==> src/rtl/decoder_seq.sv <==
// decoder_seq: registered ADDR_W-to-2**ADDR_W one-hot decoder with direct and sweep modes.
// Optional DECODER_SEQ_SKIP_ZERO_EN treats index 0 as hardwired $0 (never selected).
module decoder_seq #(
  parameter int ADDR_W = 5,
  parameter int SWEEP_LAST = 2**ADDR_W-1,
  localparam int OUT_W = 2**ADDR_W
) (
  input  logic              clock,
  input  logic              resetn,
  input  logic [ADDR_W-1:0] addr,
  input  logic              en,
  input  logic              sweep_start,
  input  logic              stall,
  output logic [OUT_W-1:0]  out,
  output logic              out_valid,
  output logic              busy,
  output logic              done
);
`ifdef DECODER_SEQ_SKIP_ZERO_EN
  localparam logic [ADDR_W-1:0] FIRST = ADDR_W'(1);
  logic dir_ok;
  assign dir_ok = en && addr != '0;
`else
  localparam logic [ADDR_W-1:0] FIRST = ADDR_W'(0);
  logic dir_ok;
  assign dir_ok = en;
`endif
  localparam logic [ADDR_W-1:0] LAST = ADDR_W'(SWEEP_LAST);
  typedef enum logic [1:0] {IDLE, SWEEP, DONE} state_t;
  state_t state, state_nx;
  logic [ADDR_W-1:0] cnt, cnt_nx;
  logic [OUT_W-1:0] out_nx;
  logic valid_nx, done_nx;
  // DONE holds the last select for a cycle; the done pulse follows as it returns to IDLE
  always_comb begin
    state_nx = state;
    cnt_nx = cnt;
    out_nx = '0;
    valid_nx = 1'b0;
    done_nx = 1'b0;
    case (state)
      IDLE: begin
        if (sweep_start) begin
          state_nx = SWEEP;
          cnt_nx = FIRST;
        end else if (dir_ok) begin
          out_nx = OUT_W'(1) << addr;
          valid_nx = 1'b1;
        end
      end
      SWEEP: begin
        if (!stall) begin
          out_nx = OUT_W'(1) << cnt;
          valid_nx = 1'b1;
          state_nx = cnt == LAST ? DONE : SWEEP;
          cnt_nx = cnt == LAST ? cnt : cnt + 1'b1;
        end
      end
      default: begin
        state_nx = IDLE;
        done_nx = 1'b1;
      end
    endcase
  end
  always_ff @(posedge clock or negedge resetn) begin
    if (!resetn) begin
      state <= IDLE;
      cnt <= '0;
      out <= '0;
      out_valid <= 1'b0;
      busy <= 1'b0;
      done <= 1'b0;
    end else begin
      state <= state_nx;
      cnt <= cnt_nx;
      out <= out_nx;
      out_valid <= valid_nx;
      busy <= state_nx == SWEEP;
      done <= done_nx;
    end
  end
endmodule

==> config.mk <==
export PLATFORM = sky130hd
export DESIGN_NAME = decoder_seq
export DESIGN_NICKNAME = d
export VERILOG_FILES = /design/src/rtl/decoder_seq.sv
export SDC_FILE = /design/constraint.sdc
export NUM_CORES = 1
export LEC_CHECK = 0
export BUFFER_PORTS_ARGS = -buffer_cell sky130_fd_sc_hd__buf_2
export CAP_MARGIN = 20
export CORE_ASPECT_RATIO = 0.5
export CORE_MARGIN = 5
export CORE_UTILIZATION = 50
export CTS_CLUSTER_SIZE = 28
export DETAILED_ROUTE_END_ITERATION = 10
export PLACE_DENSITY_LB_ADDON = 0.12
export SYNTH_ARGS = -nofsm -noshare
export SYNTH_HDL_FRONTEND = slang
export SYNTH_SLANG_ARGS = --single-unit
==> constraint.sdc <==
create_clock -name clock -period 3.8 [get_ports clock]
set_input_delay 0.95 -clock clock [delete_from_list [all_inputs] [get_ports clock]]
set_output_delay 0.95 -clock clock [all_outputs]
set_load 0.02 [all_outputs]
* After elaboration in Yosys (flattened, before gate mapping)
Cells that the tools add are included.
** Operators by class
- Add/sub/neg operators :: 1
- Equality and inequality tests :: 6
- Shift operators :: 2
- Mux-type cells :: 17
- Reductions and logical operators :: 4
** Operators with widths (number)
- 32-bit 2-to-1 mux :: 3
- 32-bit one-hot mux with 2 select lines :: 1
- 1-bit by 5-bit << shifter with 32-bit output, first input constant :: 2
- 5-bit 2-to-1 mux :: 3
- 5-bit one-hot mux with 2 select lines :: 1
- 2-bit 2-to-1 mux :: 3
- 2-bit != test, second input constant :: 3
- 5-bit by 1-bit adder with 5-bit output, second input constant :: 1
- 5-bit equality test, second input constant :: 1
- 2-bit by 1-bit equality test with 1-bit output, second input constant :: 2
- 1-bit 2-to-1 mux :: 4
- 2-bit one-hot mux with 2 select lines :: 1
- 4-bit AND reduction :: 1
- 2-bit logical NOT :: 1
- 1-bit one-hot mux with 2 select lines :: 1
- 2-bit nonzero test :: 1
- 2-bit OR reduction :: 1
** Word-level totals
- Register bits after elaboration :: 42
- Input bits :: 10
- Output and inout bits :: 35
- Word-level logic and storage cells :: 36

* Logic depth before layout (Yosys ltp)
- Depth in word-level cells :: 5
- Gate-level depth with buffers :: 6
- Gate-level depth less buffers :: 6

* Worst setup path after synthesis
OpenSTA, ideal clock, no wires.
- Path type :: reg-to-reg
- Start point :: register cnt[0]
- End point :: register cnt[0]
- Setup time :: 125 ps
- Arrival :: 1769 ps
- Data required time :: 3675 ps
- Slack :: 1906 ps
- Stages on the path, launching flop included :: 7
- Path buffers :: 0
- Clock period less this slack :: 1894 ps
- Cells stage by stage :: dfrtp_1 > ha_1 > and3_1 > ha_1 > nor4b_4 > a21oi_1 > mux2_2
** On the way
- Longest elaborated chain between the ends :: 4
- Elaborated cells between the ends (all ways) :: 7
- Classes of those cells :: 1 x add/sub; 2 x eq/ne; 3 x mux; 1 x reduce/logical
** RTL lines
- from (decl) :: RTL line 31 : logic [ADDR_W-1:0] cnt, cnt_nx;
- from (signal assigned) :: RTL line 75 : cnt <= cnt_nx;
- 5-bit by 1-bit adder with 5-bit output :: RTL line 56 : cnt_nx = cnt == LAST ? cnt : cnt + 1'b1;
- 5-bit 2-to-1 mux :: RTL line 56
- 5-bit 2-to-1 mux :: RTL line 52 : if (!stall) begin
- 5-bit one-hot mux with 2 select lines :: RTL line 41 : case (state)
Several ways; a longest one is shown, not always the timed one. The select of a mux whose other input is x is not followed.
A chain may end at the register's enable or synchronous reset.

* Worst setup path in the final report
Same ends and word-level chain as after synthesis.

==> metrics.csv <==
stage,metric,value,unit
critical_path,CP Launch Type,register,
global_routing,first-pass GRT wire length,6.19,mm
floorplanning,I/O pins,45,
cts,htree depth,2,
global_routing,met3 usage,6.07,%
sta,Sum Neg Setup Slack,0,ns
floorplanning,die width,93.2,µm
global_routing,GRT Max-Usage Layer,met2,
global_routing,largest net degree at the start of global routing,43,
detailed_routing,vias per cell,5.73,
cells_and_area,# fillers,291,
global_routing,vias in the first global route,1244,
critical_path,flop-to-flop setup slack,1.70,ns
critical_path,kind of critical path,reg2reg,
cts,clock latency on the worst-skew pair,0.30,ns
cts,post-CTS setup buffers,0,
detailed_routing,WL final,3.86,mm
cts,cts bufs inserted,5,
critical_path,Crit path top cell by count,ha_1,
critical_path,CP Data Arrival Time,2.28,ns
sta,unrepaired setup endpoints after global routing,false,
floorplanning,chip height,51.6,µm
cells_and_area,"commonest non-fill, non-tap cell in the layout",buf_2,
global_routing,GRT overflow,0,
cts,Longest Clk Path Bufs,2,
place,port bufs,44,
synthesis,number of unique standard cell types used by synthesis,28,
sta,Fin. Hold Viols,0,
detailed_routing,WL per Instance,16.6,µm
detailed_routing,DR DRC count,0,
synthesis,post-synthesis instance total,143,
power,Peak VDD IR,0.000342,V
critical_path,CP max stage cell,dfrtp_1,
cells_and_area,layout cell share with drive strength beyond 1,31.6,%
global_routing,initial antenna violation count,0,
critical_path,Worst Path Max Fanout,6,
cts,TritonCTS clock tree,done,
cells_and_area,ant diodes,0,
place,Place WS,1.67,ns
detailed_routing,Antenna Violating Nets Remaining,0,
floorplanning,Rows,15,
cells_and_area,Synth-to-Final Area Change,19.9,%
place,Detail Placement HPWL,2.74,mm
sta,# setup viols final,0,
cts,CTS Sinks,42,
cts,Worst-path clk slew,0.08,ns
detailed_routing,total number of vias,1329,
sta,Max Fclk,477,MHz
min_path,Worst Hold Class,reg2reg,
critical_path,Worst Setup End Kind,register,
critical_path,crit path cell chain,ha_1 -> and3_1 -> ha_1 -> nor4b_4 -> a21oi_1 -> mux2_2,
sta,min Tclk post-route,2.10,ns
floorplanning,die area,0.00481,mm²
synthesis,synthesis-stage register bit count,42,
detailed_routing,Iteration-0 DRC Markers,106,
sta,Worst slew margin,39.4,%
cts,# hold bufs at CTS,0,
cts,clock root buffer,clkbuf_8,
sta,Tightest Pin Transition,0.910,ns
sta,final period utilization,55.1,%
sta,Worst Clk Skew,0.00795,ns
critical_path,CP Data Required Time,3.99,ns
detailed_routing,DRT Pass-1 Iters,5,
synthesis,Avg Inst Size Synth,12.1,µm²
flow_run,max cap viols,0,
sta,post-route setup slack,1.70,ns
critical_path,Max stage delay on crit path,0.45,ns
power,Pleak,1.06,nW
cts,CTS resizes,0,
floorplanning,starting density of the core,51.2,%
status,status,completed,
global_routing,M1 GR Usage,22.2,%
power,power per cell area,550,mW/mm²
global_routing,Total GRT Usage,17.4,%
floorplanning,core area,0.00338,mm²
cells_and_area,"commonest non-fill, non-tap cells in the layout","44 x buf_2, 42 x dfrtp_1, 33 x o22ai_1",
sta,Final Max Tran Viols,0,
synthesis,Synth Warn #,0,
global_routing,met2 Usage GRT,27.8,%
synthesis,Mapped Nets,160,
synthesis,synthesized area,0.00173,mm²
synthesis,sequential area share after synthesis,60.8,%
place,RD Place Congestion,0.939,
cells_and_area,Layout Nets,206,
cell usage after synthesis (all sizes together):
master	instances	share of area (%)
and3	1	0.36
nor2b	1	0.36
mux2	1	0.65
a22o	3	1.5
nor3b	1	0.43
o22ai	33	12
nand4	4	1.4
nor2	7	1.5
ha	7	5.1
nand3	6	1.7
nor4b	2	2.7
inv	5	1.1
nor3	1	0.29
buf	3	0.94
dfrtp	42	61
nand2	8	1.7
or3b	2	1.0
or2	1	0.36
a21oi	2	0.58
mux2i	1	0.58
nand2b	3	1.1
a21bo	1	0.58
or3	1	0.36
clkbuf	2	0.43
nand3b	5	2.4
logic make-up after synthesis:
| family | after synthesis | share of synthesized area, % |
|---|---|---|
| compound gates | 39 | 14.6 |
| fa+ha+maj | 7 | 5.06 |
| buf+inv | 10 | 2.46 |
| flops | 42 | 60.8 |
| mux | 2 | 1.23 |
| simple gates | 43 | 15.8 |
through the flow:
| stage | std cells | total power [mW] | area [µm²] | hold WS, ns | utilization [%] |
|---|---|---|---|---|---|
| after floorplan | 143 | 0.746 | 1730 | 0.537 | - |
| after global placement | 224 | 0.835 | 1980 | 0.575 | 58.6 |
| after detailed placement | 224 | 0.847 | 1980 | 0.584 | 58.6 |
| after CTS | 232 | 1.15 | 2070 | 0.617 | 61.4 |
| after global routing | 232 | 1.20 | 2070 | 0.643 | 61.4 |
| final | 232 | 1.14 | 2070 | 0.615 | 61.4 |
critical path, delay by kind of cell, from the launching register on:
kind / cells / cell delay (ns)
simple gates: 2 / 0.61
fa+ha+maj: 2 / 0.48
mux: 1 / 0.29
flops: 1 / 0.45
compound gates: 1 / 0.15
layer usage:
metal / wire length, µm / vias to the layer above
li1: - / 627
met1: 1720 / 639
met2: 1720 / 56
met3: 370 / 7
met4: 52 / 0
met5: 0 / -
sequential cells by signal (all words and copies together) (netlist names):
register,flops
cnt,5
out,32
state,2
done,1
busy,1
out_valid,1
where the power goes:
| part | switching [mW] | internal, mW | total, mW |
|---|---|---|---|
| registers | 0.0536 | 0.494 | 0.548 |
| clock network | 0.152 | 0.146 | 0.298 |
| logic | 0.187 | 0.108 | 0.295 |
| total | 0.392 | 0.748 | 1.14 |
cell type report:
| cell class | instances | area [µm²] | share of cell area [%] |
|---|---|---|---|
| clock inverter | 2 | 12.5 | 0.603 |
| timing repair buffer | 44 | 220 | 10.6 |
| inverter | 5 | 18.8 | 0.905 |
| multi-input combinational | 91 | 636 | 30.7 |
| clock buffer | 6 | 82.6 | 3.98 |
| sequential | 42 | 1050 | 50.7 |
| tap | 42 | 52.6 | 2.53 |
path summary, 6_finish.rpt:
kind / start / cells past startpoint / to
min in group asynchronous: resetn / 1 / cnt[3]
setup reg to reg: cnt[0] / 6 / cnt[0]
setup / recovery: cnt[0] / 6 / cnt[0]
hold / removal: state[1] / 0 / done
max in group asynchronous: resetn / 1 / out[8]
hold reg to reg: state[1] / 0 / done
Power figures use the tool's default switching activity.
